File: config.mk
export PLATFORM = sky130hd
export DESIGN_NAME = branch_predict_ctrl
export DESIGN_NICKNAME = d
export VERILOG_FILES = /design/src/rtl/branch_predict_ctrl.sv
export SDC_FILE = /design/constraint.sdc
export NUM_CORES = 1
export LEC_CHECK = 0
export ABC_AREA = 1
export CAP_MARGIN = 20
export CORE_MARGIN = 2
export CORE_UTILIZATION = 30
export DETAILED_ROUTE_END_ITERATION = 8
export GPL_ROUTABILITY_DRIVEN = 0
export GPL_TIMING_DRIVEN = 0
export PLACE_DENSITY = 0.67
export SLEW_MARGIN = 40
export SYNTH_ARGS = -nofsm -noshare
export SYNTH_HDL_FRONTEND = slang
export SYNTH_SLANG_ARGS = --single-unit
export TNS_END_PERCENT = 30
File: constraint.sdc
create_clock -name clk -period 2.3 [get_ports clk]
set_input_delay 0.23 -clock clk [delete_from_list [all_inputs] [get_ports clk]]
set_output_delay 0.23 -clock clk [all_outputs]
set_load 0.005 [all_outputs]
File: src/rtl/branch_predict_ctrl.sv
// Branch predictor and Fetch redirect controller: 2-bit saturating counters
// predict in Decode, resolution in Execute drives PC select, flushes and training.
module branch_predict_ctrl #(
    parameter int IDX_BITS = 4
) (
    input  logic        clk,
    input  logic        rst,
    input  logic [31:0] PCD,
    input  logic [1:0]  BranchTypeD,
    input  logic        StallD,
    input  logic [31:0] PCE,
    input  logic [1:0]  BranchTypeE,
    input  logic [1:0]  PCSrcE,
    output logic [1:0]  PCSelF,
    output logic        FlushD,
    output logic        FlushE,
    output logic        PredTakenE,
    output logic [15:0] MispredCnt
);

    localparam int ENTRIES = 1 << IDX_BITS;

    typedef enum logic [1:0] {
        SEL_PLUS4F   = 2'b00,
        SEL_TARGETD  = 2'b01,
        SEL_TARGETE  = 2'b10,
        SEL_PLUS4E   = 2'b11
    } pc_sel_t;

    logic [1:0]          ctr_table [ENTRIES];
    logic [IDX_BITS-1:0] idx_d;
    logic [IDX_BITS-1:0] idx_e;
    logic                cond_d;
    logic                cond_e;
    logic                taken_e;
    logic                pred_d;
    logic                pred_e;
    logic                e_action;
    pc_sel_t             pc_sel;

    // Only the word-index bits of the PCs select a counter.
    logic unused_pc_bits;
    assign unused_pc_bits = ^{PCD[31:IDX_BITS+2], PCD[1:0], PCE[31:IDX_BITS+2], PCE[1:0]};

    assign idx_d   = PCD[IDX_BITS+1:2];
    assign idx_e   = PCE[IDX_BITS+1:2];
    assign cond_d  = (BranchTypeD == 2'b01) || (BranchTypeD == 2'b10);
    assign cond_e  = (BranchTypeE == 2'b01) || (BranchTypeE == 2'b10);
    assign taken_e = (PCSrcE != 2'b00);
    // Read sees the pre-update counter when Execute trains the same entry.
    assign pred_d  = cond_d && ctr_table[idx_d][1];

    always_comb begin
        // NOTE: every always_comb output gets a default first so no path infers a latch.
        pc_sel   = SEL_PLUS4F;
        FlushD   = 1'b0;
        FlushE   = 1'b0;
        e_action = 1'b0;
        if (cond_e && pred_e && !taken_e) begin
            pc_sel   = SEL_PLUS4E;
            FlushD   = 1'b1;
            FlushE   = 1'b1;
            e_action = 1'b1;
        end else if (cond_e && !pred_e && taken_e) begin
            pc_sel   = SEL_TARGETE;
            FlushD   = 1'b1;
            FlushE   = 1'b1;
            e_action = 1'b1;
        end else if (!cond_e && taken_e) begin
            pc_sel   = SEL_TARGETE;
            FlushD   = 1'b1;
            FlushE   = 1'b1;
            e_action = 1'b1;
        end else if (pred_d && !StallD) begin
            pc_sel = SEL_TARGETD;
            FlushD = 1'b1;
        end
    end

    assign PCSelF     = pc_sel;
    assign PredTakenE = pred_e;

    // A stalled Decode sends a bubble into Execute, so the prediction is dropped.
    always_ff @(posedge clk or posedge rst) begin
        // NOTE: state registers use non-blocking assignments so all flops update together.
        if (rst) begin
            pred_e <= 1'b0;
        end else if (FlushE || StallD) begin
            pred_e <= 1'b0;
        end else begin
            pred_e <= pred_d;
        end
    end

    always_ff @(posedge clk or posedge rst) begin
        // NOTE: the counter table is reset because every entry must start at weak-not-taken.
        if (rst) begin
            for (int i = 0; i < ENTRIES; i++) begin
                ctr_table[i] <= 2'b01;
            end
        end else if (cond_e) begin
            if (taken_e && ctr_table[idx_e] != 2'b11) begin
                ctr_table[idx_e] <= ctr_table[idx_e] + 2'd1;
            end else if (!taken_e && ctr_table[idx_e] != 2'b00) begin
                ctr_table[idx_e] <= ctr_table[idx_e] - 2'd1;
            end
        end
    end

    always_ff @(posedge clk or posedge rst) begin
        if (rst) begin
            MispredCnt <= 16'h0000;
        end else if (e_action && MispredCnt != 16'hFFFF) begin
            MispredCnt <= MispredCnt + 16'd1;
        end
    end

endmodule

After elaboration in Yosys (flattened, before gate mapping)
Cells that the tools add are included.
Storage, ports and cells
  register bits: 49
  bits of input ports: 73
  output and inout port bits: 21
  logic and storage cells: 78
Cells by class
  add/sub/neg operators: 3
  magnitude comparators: 3
  equality and inequality tests: 6
  mux-type cells: 24
  bitwise logic cells: 2
  reduce and logical (&&, ||, !) cells: 22
Operators by type and width (count)
  32-bit bitwise mux: 2
  32-bit 2-to-1 mux: 2
  16-bit by 1-bit adder with 16-bit output (second input constant): 1
  2-bit binary-select mux with 4-bit select: 2
  2-bit 2-to-1 mux: 8
  16-bit inequality test (second input constant): 1
  1-bit logical AND: 11
  5-bit greater-or-equal comparator (second input constant): 2
  4-bit NOT with 5-bit output: 2
  1-bit 2-to-1 mux: 9
  2-bit demux with 4-bit select: 1
  2-bit nonzero test: 3
  5-bit by 1-bit < comparator with 1-bit output (second input constant): 1
  2-bit by 1-bit == test with 1-bit output (second input constant): 2
  2-bit == test (second input constant): 2
  1-bit logical NOT: 4
  1-bit logical OR: 3
  2-bit by 1-bit adder with 2-bit output (second input constant): 1
  2-bit inequality test (second input constant): 1
  2-bit AND reduction: 1
  2-bit by 1-bit subtractor with 2-bit output (second input constant): 1

Logic depth before layout (Yosys ltp)
Gate-level depths: netlist of run 1.
  depth after elaboration: 10
  mapped depth: 20
  mapped depth without buffers: 19

Worst setup path before layout of run 1
No wires, ideal clock.
  path type: register to register
  start point: reg with a tool-made name
  end point: reg ctr_table[19] (netlist bit)
  library setup time: 128 ps
  data arrival time: 2091 ps
  required time: 2172 ps
  setup slack: 80 ps
  cell stages (with the launch flop): 15
  path buffers: 2
  clock period less this slack: 2220 ps
  cell sequence: dfstp_2 inv_1 nand2_1 o21ai_0 nand2_1 nand2_1 nand2_2 nand2_4 buf_6 nor2_4 inv_1 ha_1 xnor2_1 clkbuf_2 o21ai_0
RTL lines
  to (signal, indexed assignment): line 103  | ctr_table[idx_e] <= ctr_table[idx_e] + 2'd1;
  to (signal, indexed assignment): line 105  | ctr_table[idx_e] <= ctr_table[idx_e] - 2'd1;
  to (decl): line 30  | logic [1:0] ctr_table [ENTRIES];

==> results of run 1 <==
metrics by stage:
step	worst slack (ns)	hold WS (ns)
after floorplan	0.0804	0.408
after global placement	-0.869	0.459
after detailed placement	-0.952	0.459
after CTS	-0.0112	0.144
after global routing	-0.139	0.146
final	0.0280	0.149
power by group through the flow:
stage	logic, µW	registers (µW)	clock network (µW)
finish	1400	1440	489
global route	1580	1480	537
CTS	1290	1430	506
detailed placement	1180	1440	0
global placement	1140	1430	0
floorplan	790	1390	0
cell families (layout without fill, tap and decap cells):
family / count (synthesis) / in the layout / share of synthesized area (%)
AND/OR/NAND/NOR: 232 / 232 / 32.7
buffers and inverters: 69 / 125 / 10.2
AO/OA/AOI/OAI: 64 / 64 / 11.7
flip-flops: 49 / 49 / 40.8
XOR/XNOR: 12 / 12 / 3.44
adder cells (fa/ha/maj): 3 / 3 / 1.23
how the worst max path moves through the flow:
stage                     startpoint             to  slack (ns)  depth (start not counted)
after global placement        PCE[2]   ctr_table[1]       -0.87                         12
after CTS                     PCE[2]  ctr_table[15]       -0.01                         20
after detailed placement      PCE[2]   ctr_table[1]       -0.95                         12
after global routing            flop           flop       -0.14                         16
final                           flop  ctr_table[29]        0.03                         17
after floorplan                 flop  ctr_table[19]        0.08                         14
cell type report:
| type | count | area, µm² |
|---|---|---|
| Buffer | 9 | 100 |
| Clock buffer | 6 | 72.6 |
| Clock inverter | 2 | 10.0 |
| Fill cell | 1052 | 5810 |
| Inverter | 60 | 243 |
| Multi-Input combinational cell | 311 | 1720 |
| Sequential cell | 49 | 1250 |
| Tap cell | 133 | 166 |
| Timing Repair Buffer | 48 | 450 |
layer usage:
| metal | global-route usage (%) | vias up | wire, µm |
|---|---|---|---|
| met5 | 0 | - | 0 |
| met3 | 2.81 | 8 | 294 |
| met1 | 19.2 | 1355 | 3660 |
| met4 | 3.24 | 0 | 85 |
| li1 | - | 1454 | - |
| met2 | 24.4 | 55 | 3710 |
worst max-delay path, stage by stage, from the launching register on:
cell and delay [ns]:
dfstp_2 0.54, nor2_1 0.04, o21ai_1 0.13, nand2_1 0.08, nand2_2 0.08, nand2_4 0.06, buf_12 0.13, nor2_4 0.12
inv_2 0.05, ha_4 0.15, o21ai_2 0.13, nand2_2 0.12, inv_4 0.12, nand2_4 0.07, inv_4 0.10, nand2_2 0.08
nand2_1 0.09, o21ai_1 0.06
timing repair:
| action | 4_1_cts | 5_1_grt |
|---|---|---|
| resized for setup | 42 | 57 |
| gates cloned | 0 | 0 |
| endpoints found under the setup margin | 32 | 34 |
| pin swaps | 3 | 16 |
| setup buffers | 2 | 9 |
| hold buffers | 0 | 0 |
cells in the final DEF, fill, tap and decap left out, types with 3 or more instances in the layout:
cell / count
buf_6: 4
dfrtp_1: 33
clkdlybuf4s50_1: 32
nor2_1: 34
clkbuf_8: 5
inv_1: 43
o21ai_0: 14
nand2_1: 116
nand3_1: 22
nor3_1: 7
inv_4: 7
nand2_4: 15
nor2_2: 5
buf_4: 12
o21ai_1: 31
xnor2_1: 3
o21ai_2: 11
inv_2: 10
nand3b_1: 3
dfstp_2: 16
nor2_4: 5
nand2_2: 21
o22ai_1: 8
xor2_1: 7
synthesized netlist by cell type (all sizes together):
library cell,instances
clkbuf,1
nand3,22
buf,8
nor2,44
nor3,9
o21ai,56
dfrtp,33
nand2,152
inv,60
o22ai,8
nand3b,4
dfstp,16
xor2,8
xnor2,4
ha,3
and2,1
==> flow_metrics.py, run 1 <==
metrics = {
    "grt": {
        "track_usage_pct": 14.4,
        "antenna_found_initial": 0,
        "grt_pass1_wl_um": 13100,
        "overflow": 0,
        "grt_pass1_vias": 2839,
        "grt_max_degree": 45,
    },
    "placement": {
        "port_buffers": 36,
        "dp_hpwl_um": 5640,
        "dp.cells": 599,
        "placed_area_um2": 3600,
    },
    "die": {
        "die_h_um": 105,
        "fp.dieArea_um2": 11000,
        "core-area_um2": 9820,
        "io_pins": 94,
        "rows": 36,
        "die_w_um": 105,
        "start_util_pct": 31.1,
    },
    "clocking": {
        "numCtsBuffers": 5,
        "cts_max_level": 2,
        "clock_sinks": 49,
        "worstSkewPairLatency_ns": 0.30,
        "cts_buffer_depth": 2,
        "cts_root_buffer": "clkbuf_8",
        "clk_pin_slew_ns": 0.09,
        "cts_tree": "built",
    },
    "timing": {
        "tns_ns": 0,
        "worstMarginPinSlew_ns": 0.434,
        "setup_viol": 0,
        "fin_skew_ns": 0.00963,
        "hold_viol_final": 0,
        "period_share_pct": 98.8,
        "drv_slew": 0,
        "rsz0062_at_grt": "yes",
        "fin_crit_ns": 2.27,
        "slew_headroom_pct": 70.8,
        "max_freq_mhz": 440,
    },
    "power": {
        "internal-power_uw": 2060,
        "clkPwrFrac_pct": 14.7,
        "finalPower_uw": 3330,
        "power_density_nw_per_um2": 831,
        "p_switching_uw": 1260,
        "pwr-share-comb_pct": 41.9,
        "seqPwrFrac_pct": 43.4,
        "peakVddDrop_uv": 419,
        "swShare_pct": 38.0,
        "p_leak_uw": 0.00200,
    },
    "logic_synthesis": {
        "syn-instance-count": 429,
        "synth.top_cell.area_share_pct": 27.0,
        "ys_warn_count": 0,
        "syn_avg_cell_area_um2": 7.12,
        "netlist_area_um2": 3050,
        "syn-num-nets": 505,
        "yosys_register_bits": 49,
        "ys_types": 27,
        "yosysTopAreaCell": "dfrtp_1",
        "seq_area_frac_synth_pct": 40.8,
        "synthTopCellsByArea": "dfrtp_1 27%, nand2_1 18%, dfstp_2 14%, inv_1 6.8%, nor2_1 4.9%",
    },
    "drt": {
        "drt_iter0_drc": 132,
        "drt_wl_total_um": 7750,
        "routed-via-count": 2872,
        "vias_per_cell": 4.65,
        "firstDrtPassIters": 4,
        "remaining_drc_errors": 0,
        "detail-route-antenna-nets": 0,
        "post_drt_wl_per_cell_um": 12.5,
    },
    "worst_setup_path": {
        "end_kind": "flop",
        "cp.required_ns": 2.48,
        "reg2regPathDepth": 17,
        "path_max_fanout": 7,
        "timing.rr.end": "ctr_table[29]",
        "r2r_slack_ns": 0.03,
        "path_class": "reg2reg",
        "start_kind": "flop",
        "cp.arrival_ns": 2.46,
    },
    "layout": {
        "antenna_cells": 0,
        "nets": 560,
        "stdcell_count": 618,
        "fin_area_um2": 4010,
        "post-route-util_pct": 40.8,
        "syn2layout_area_growth_pct": 31.2,
        "drive_above_1_share_pct": 26.0,
    },
    "run": {
        "cap_viol_max_count": 0,
    },
    "min_path": {
        "hold_class": "in2async",
    },
    "run_status": {
        "status": "finished, final reports clean",
    },
}
Note: power is estimated with default switching activity, not from simulation.
==> run 2, diff against run 1 <==
==> constraint.sdc (replaced) <==
create_clock -name clk -period 2.3 [get_ports clk]
set_input_delay 0.23 -clock clk [delete_from_list [all_inputs] [get_ports clk]]
set_output_delay 0.23 -clock clk [all_outputs]
set_load 0.1 [all_outputs]
==> flow_metrics.py, run 2 (synthesized netlist as in run 1, its figures left out) <==
metrics = {
    "worst_setup_path": {
        "path_max_fanout": 8,
        "cp.arrival_ns": 2.51,
        "path_class": "in2reg",
        "end_kind": "flop",
        "start_kind": "input pin",
        "cp.required_ns": 2.55,
        "reg2regPathDepth": 16,
    },
    "layout": {
        "multiInputGateArea_um2": 1700,
        "drive_above_1_share_pct": 28.7,
        "syn2layout_area_growth_pct": 28.5,
        "ff_latch_area_um2": 1250,
        "fill_cells": 1041,
        "stdcell_count": 618,
        "layout_commonest_cell": "nand2_1",
        "antenna_cells": 0,
        "layout_common_cells": "119 x nand2_1, 44 x inv_1, 36 x o21ai_1, 34 x nor2_1, 33 x dfrtp_1",
        "nets": 561,
    },
    "timing": {
        "max_freq_mhz": 441,
        "worstMarginPinSlew_ns": 0.490,
        "period_share_pct": 98.5,
        "setup_viol": 0,
        "fin_skew_ns": 0.00586,
        "drv_slew": 0,
        "finalWorstSetupSlack_ns": 0.0340,
        "slew_headroom_pct": 67.6,
        "rsz0062_at_grt": "yes",
        "hold_viol_final": 0,
        "fin_crit_ns": 2.27,
    },
    "drt": {
        "dr_wl_met3_um": 349,
        "drt_wl_total_um": 7640,
        "firstDrtPassIters": 4,
        "wl_met1_um": 3590,
        "vias_per_cell": 4.65,
        "remaining_drc_errors": 0,
        "post_drt_wl_per_cell_um": 12.4,
        "detail-route-antenna-nets": 0,
        "drt_iter0_drc": 169,
        "dr.max_layer_used": "met4",
        "wl_met2_um": 3620,
        "routed-via-count": 2876,
    },
    "die": {
        "rows": 36,
        "core-area_um2": 9820,
        "io_pins": 94,
        "start_util_pct": 31.1,
        "die_h_um": 105,
        "die_w_um": 105,
        "fp.dieArea_um2": 11000,
    },
    "placement": {
        "port_buffers": 36,
        "preCtsSetupSlack_ns": -0.944,
        "dp.cells": 599,
        "dp_hpwl_um": 5570,
    },
    "clocking": {
        "clock_sinks": 49,
        "cts_buffer_depth": 2,
        "cts_max_level": 2,
        "cts_root_buffer": "clkbuf_8",
        "worstSkewPairLatency_ns": 0.30,
        "clk_pin_slew_ns": 0.08,
        "cts_tree": "built",
        "numCtsBuffers": 5,
        "cts_hold_buffers": 0,
    },
    "min_path": {
        "hold_class": "in2async",
    },
    "power": {
        "p_leak_uw": 0.00201,
        "clkPwrFrac_pct": 13.1,
        "power_density_nw_per_um2": 988,
        "seqPwrFrac_pct": 37.0,
        "internal-power_uw": 2040,
        "swShare_pct": 47.4,
        "p_switching_uw": 1840,
        "pwr-share-comb_pct": 49.9,
        "finalPower_uw": 3880,
        "peakVddDrop_uv": 936,
    },
    "run_status": {
        "status": "finished, final reports clean",
    },
    "grt": {
        "grt_max_degree": 45,
        "grt_pass1_vias": 2775,
        "track_usage_pct": 14.3,
        "antenna_found_initial": 0,
        "grt_pass1_wl_um": 13000,
        "overflow": 0,
    },
    "run": {
        "cap_viol_max_count": 0,
    },
}
==> run 2: cell types whose count changed in the layout (fill, tap and decap cells not counted), sizes merged <==
| cell | change |
|---|---|
| clkdlybuf4s50 | -21 |
| buf | +23 |
| dlymetal6s2s | +1 |
| dlygate4sd2 | -1 |
| clkdlybuf4s15 | +1 |
| clkinv | -2 |
| clkbuf | -1 |
==> run 2: worst paths after layout <==
path                         from                    endpoint  slack, ns
setup / recovery           PCE[2]                        flop       0.03
hold / removal                rst              MispredCnt[10]       0.15
setup reg to reg             flop                        flop       0.05
hold reg to reg              flop                        flop       0.47
max in group asynchronous     rst  asynchronous set/reset pin       1.66
min in group clk             flop                        flop       0.47
==> run 2: power by group through the flow <==
stage | clock network [µW] | logic (µW) | registers [µW]
global route | 561 | 2110 | 1480
floorplan | 0 | 823 | 1940
finish | 509 | 1930 | 1430
detailed placement | 0 | 1690 | 1440
global placement | 0 | 1730 | 1430
CTS | 519 | 1790 | 1430
==> run 2: layer usage <==
layer / global-route usage, % / vias to the layer above
met3: 2.56 / 10
met4: 3.24 / 0
met2: 23.6 / 72
met5: 0 / -
li1: - / 1451
met1: 19.5 / 1343
==> run 2: area by class of cell <==
| cell class | instances | share of cell area (%) |
|---|---|---|
| Timing Repair Buffer | 49 | 9.18 |
| Sequential cell | 49 | 31.8 |
| Inverter | 60 | 6.44 |
| Clock buffer | 7 | 2.20 |
| Buffer | 9 | 2.74 |
| Multi-Input combinational cell | 311 | 43.4 |
| Tap cell | 133 | 4.24 |
==> run 2: worst max-delay path, cell delays in order <==
cell and delay (ns):
clkdlybuf4s15_2 0.26, inv_4 0.08, nor2_2 0.33, inv_2 0.16, o22ai_1 0.16, o21ai_1 0.08
nand2_1 0.14, nor2_1 0.10, ha_4 0.17, o21ai_4 0.16, nand2_4 0.11, nor2_4 0.21
nand2_2 0.11, inv_1 0.06, o21ai_0 0.07, nand2_1 0.07
==> run 2: metrics by stage <==
step	util (%)	area [µm²]	hold WS [ns]	TNS [ns]
2_1_floorplan	-	3050	0.408	0
3_3_place_gp	36.5	3580	0.459	-25.48
3_5_place_dp	35.6	3500	0.459	-24.74
4_1_cts	37.5	3680	0.149	-0.0408
5_1_grt	40.0	3920	0.146	-2.52
6_report	40.0	3920	0.147	0
==> run 2: what timing repair did <==
item | 4_1_cts | 5_1_grt
pin swaps | 2 | 11
buffers inserted | 2 | 9
setup endpoints to repair | 32 | 32
resized for setup | 39 | 63
cloned | 0 | 1
==> run 3, diff against run 2 <==
--- a/config.mk
+++ b/config.mk
@@ -6,13 +6,12 @@
 export NUM_CORES = 1
 export LEC_CHECK = 0
 export ABC_AREA = 1
-export CAP_MARGIN = 20
 export CORE_MARGIN = 2
 export CORE_UTILIZATION = 30
 export DETAILED_ROUTE_END_ITERATION = 8
 export GPL_ROUTABILITY_DRIVEN = 0
 export GPL_TIMING_DRIVEN = 0
-export PLACE_DENSITY = 0.67
+export PLACE_DENSITY = 0.68
 export SLEW_MARGIN = 40
 export SYNTH_ARGS = -nofsm -noshare
 export SYNTH_HDL_FRONTEND = slang
==> constraint.sdc (replaced) <==
create_clock -name clk -period 2.3 [get_ports clk]
set_input_delay 0.23 -clock clk [delete_from_list [all_inputs] [get_ports clk]]
set_output_delay 0.23 -clock clk [all_outputs]
set_load 0.02 [all_outputs]
==> flow_metrics.py, run 3 (synthesized netlist as in run 1, its figures left out) <==
metrics = {
    "layout": {
        "layout_commonest_cell": "nand2_1",
        "post-route-util_pct": 40.4,
        "antenna_cells": 0,
        "multiInputGateArea_um2": 1680,
        "syn2layout_area_growth_pct": 30.1,
        "nets": 560,
        "layout_common_cells": "120 x nand2_1, 46 x inv_1, 33 x dfrtp_1, 33 x nor2_1, 31 x clkdlybuf4s50_1",
        "ff_latch_area_um2": 1250,
        "fin_area_um2": 3970,
        "drive_above_1_share_pct": 24.3,
        "fill_cells": 1019,
    },
    "die": {
        "start_util_pct": 31.1,
        "rows": 36,
        "io_pins": 94,
        "core-area_um2": 9820,
        "fp.dieArea_um2": 11000,
        "die_w_um": 105,
        "die_h_um": 105,
    },
    "run_status": {
        "status": "finished, final reports clean",
    },
    "placement": {
        "dp_hpwl_um": 5640,
        "port_buffers": 36,
        "preCtsSetupSlack_ns": -0.951,
        "placed_area_um2": 3600,
    },
    "timing": {
        "holdWs_ns": 0.137,
        "slew_headroom_pct": 70.8,
        "rsz0062_at_grt": "yes",
        "max_freq_mhz": 441,
        "tns_ns": 0,
        "fin_crit_ns": 2.27,
        "worstMarginPinSlew_ns": 0.435,
        "fin_skew_ns": 0.00960,
        "period_share_pct": 98.5,
        "hold_viol_final": 0,
        "finalWorstSetupSlack_ns": 0.0343,
        "setup_viol": 0,
        "drv_slew": 0,
    },
    "worst_setup_path": {
        "crit_path_frequent_cell": "clkdlybuf4s50_1",
        "start_kind": "input pin",
        "path_max_fanout": 4,
        "path_cells": "clkdlybuf4s50_1, xor2_2, nand3b_1, nand2_2, buf_4, clkdlybuf4s50_1",
        "path_class": "in2out",
        "cp.arrival_ns": 2.04,
        "cpPeakStageDelay_ns": 0.58,
        "end_kind": "output pin",
        "cp.required_ns": 2.07,
        "slowest_stage": "clkdlybuf4s50_1",
    },
    "grt": {
        "grt_pass1_vias": 2819,
        "antenna_found_initial": 0,
        "grt_pass1_wl_um": 13100,
        "track_usage_pct": 14.5,
        "grt_max_degree": 45,
        "overflow": 0,
    },
    "clocking": {
        "cts_buffer_depth": 2,
        "worstSkewPairLatency_ns": 0.31,
        "cts_root_buffer": "clkbuf_8",
        "numCtsBuffers": 5,
        "clk_pin_slew_ns": 0.09,
        "clock_sinks": 49,
        "cts_tree": "built",
        "cts_max_level": 2,
    },
    "power": {
        "p_switching_uw": 1340,
        "internal-power_uw": 2070,
        "peakVddDrop_uv": 561,
        "pwr-share-comb_pct": 43.4,
        "p_leak_uw": 0.00195,
        "clkPwrFrac_pct": 14.5,
        "power_density_nw_per_um2": 856,
        "seqPwrFrac_pct": 42.1,
        "swShare_pct": 39.3,
    },
    "drt": {
        "remaining_drc_errors": 0,
        "post_drt_wl_per_cell_um": 12.5,
        "detail-route-antenna-nets": 0,
        "vias_per_cell": 4.63,
        "drt_wl_total_um": 7720,
        "routed-via-count": 2863,
        "drt_iter0_drc": 167,
        "firstDrtPassIters": 4,
    },
    "run": {
        "cap_viol_max_count": 0,
    },
    "min_path": {
        "hold_class": "in2async",
    },
}
-- run 3: cell count changes in the layout (fill, tap and decap cells not counted), sizes merged --
cell           before  now
buf                44   21
clkbuf              7    9
clkdlybuf4s15       1    0
clkdlybuf4s50      11   31
clkinv              0    1
dlymetal6s2s        1    2
-- run 3: routing by layer --
| layer | vias up | global-route usage, % | routed length (µm) |
|---|---|---|---|
| li1 | 1446 | - | - |
| met1 | 1346 | 18.5 | 3570 |
| met2 | 57 | 24.4 | 3750 |
| met3 | 14 | 3.06 | 305 |
| met4 | 0 | 4.86 | 96 |
| met5 | - | 0 | 0 |
-- run 3: what timing repair did --
item                                    4_1_cts  5_1_grt
buffers inserted                              2        9
endpoints found under the hold margin         0        0
cloned                                        0        0
hold buffers                                  0        0
endpoints found under the setup margin       32       36
pin swaps                                     2        8
resized for setup                            40       45
-- run 3: final timing paths --
| kind | start | slack (ns) | depth (start not counted) | end |
|---|---|---|---|---|
| setup reg to reg | flop | 0.07 | 17 | ctr_table[31] |
| max in group asynchronous | rst | 1.67 | 3 | asynchronous set/reset pin |
| hold / removal | rst | 0.14 | 2 | MispredCnt[7] |
| hold reg to reg | flop | 0.47 | 2 | flop |
| min in group clk | PCE[2] | 0.45 | 5 | ctr_table[13] |
| setup / recovery | BranchTypeE[0] | 0.03 | 6 | PCSelF[1] |
-- run 3: stage by stage --
| stage | instances | total power, µW |
|---|---|---|
| final | 618 | 3400 |
| after global routing | 618 | 3670 |
| after CTS | 609 | 3320 |
| after detailed placement | 599 | 2710 |
| after global placement | 598 | 2660 |
| after floorplan | 429 | 2270 |
-- run 3: power by group through the flow --
stage                     Combinational [µW]  Sequential [µW]  Clock (µW)
after global placement                  1240             1430           0
after floorplan                          794             1480           0
after global routing                    1660             1470         538
after CTS                               1380             1430         510
after detailed placement                1280             1430           0
final                                   1470             1430         494
-- run 3: area by class of cell --
cell class              instances  share of cell area (%)
plain buffers                   9                    2.55
multi-input cells             311                    42.2
clock inverters                 1                   0.126
repair buffers                 48                    11.5
clock buffers                   7                    1.92
well taps                     133                    4.19
flip-flops and latches         49                    31.4
inverters                      60                    6.11
-- run 3: worst max-delay path: cells and delay by family --
kind / cells / cell delay (ns)
buffers and inverters: 3 / 1.20
and+or+nand+nor: 2 / 0.36
xor gates and xnor gates: 1 / 0.24
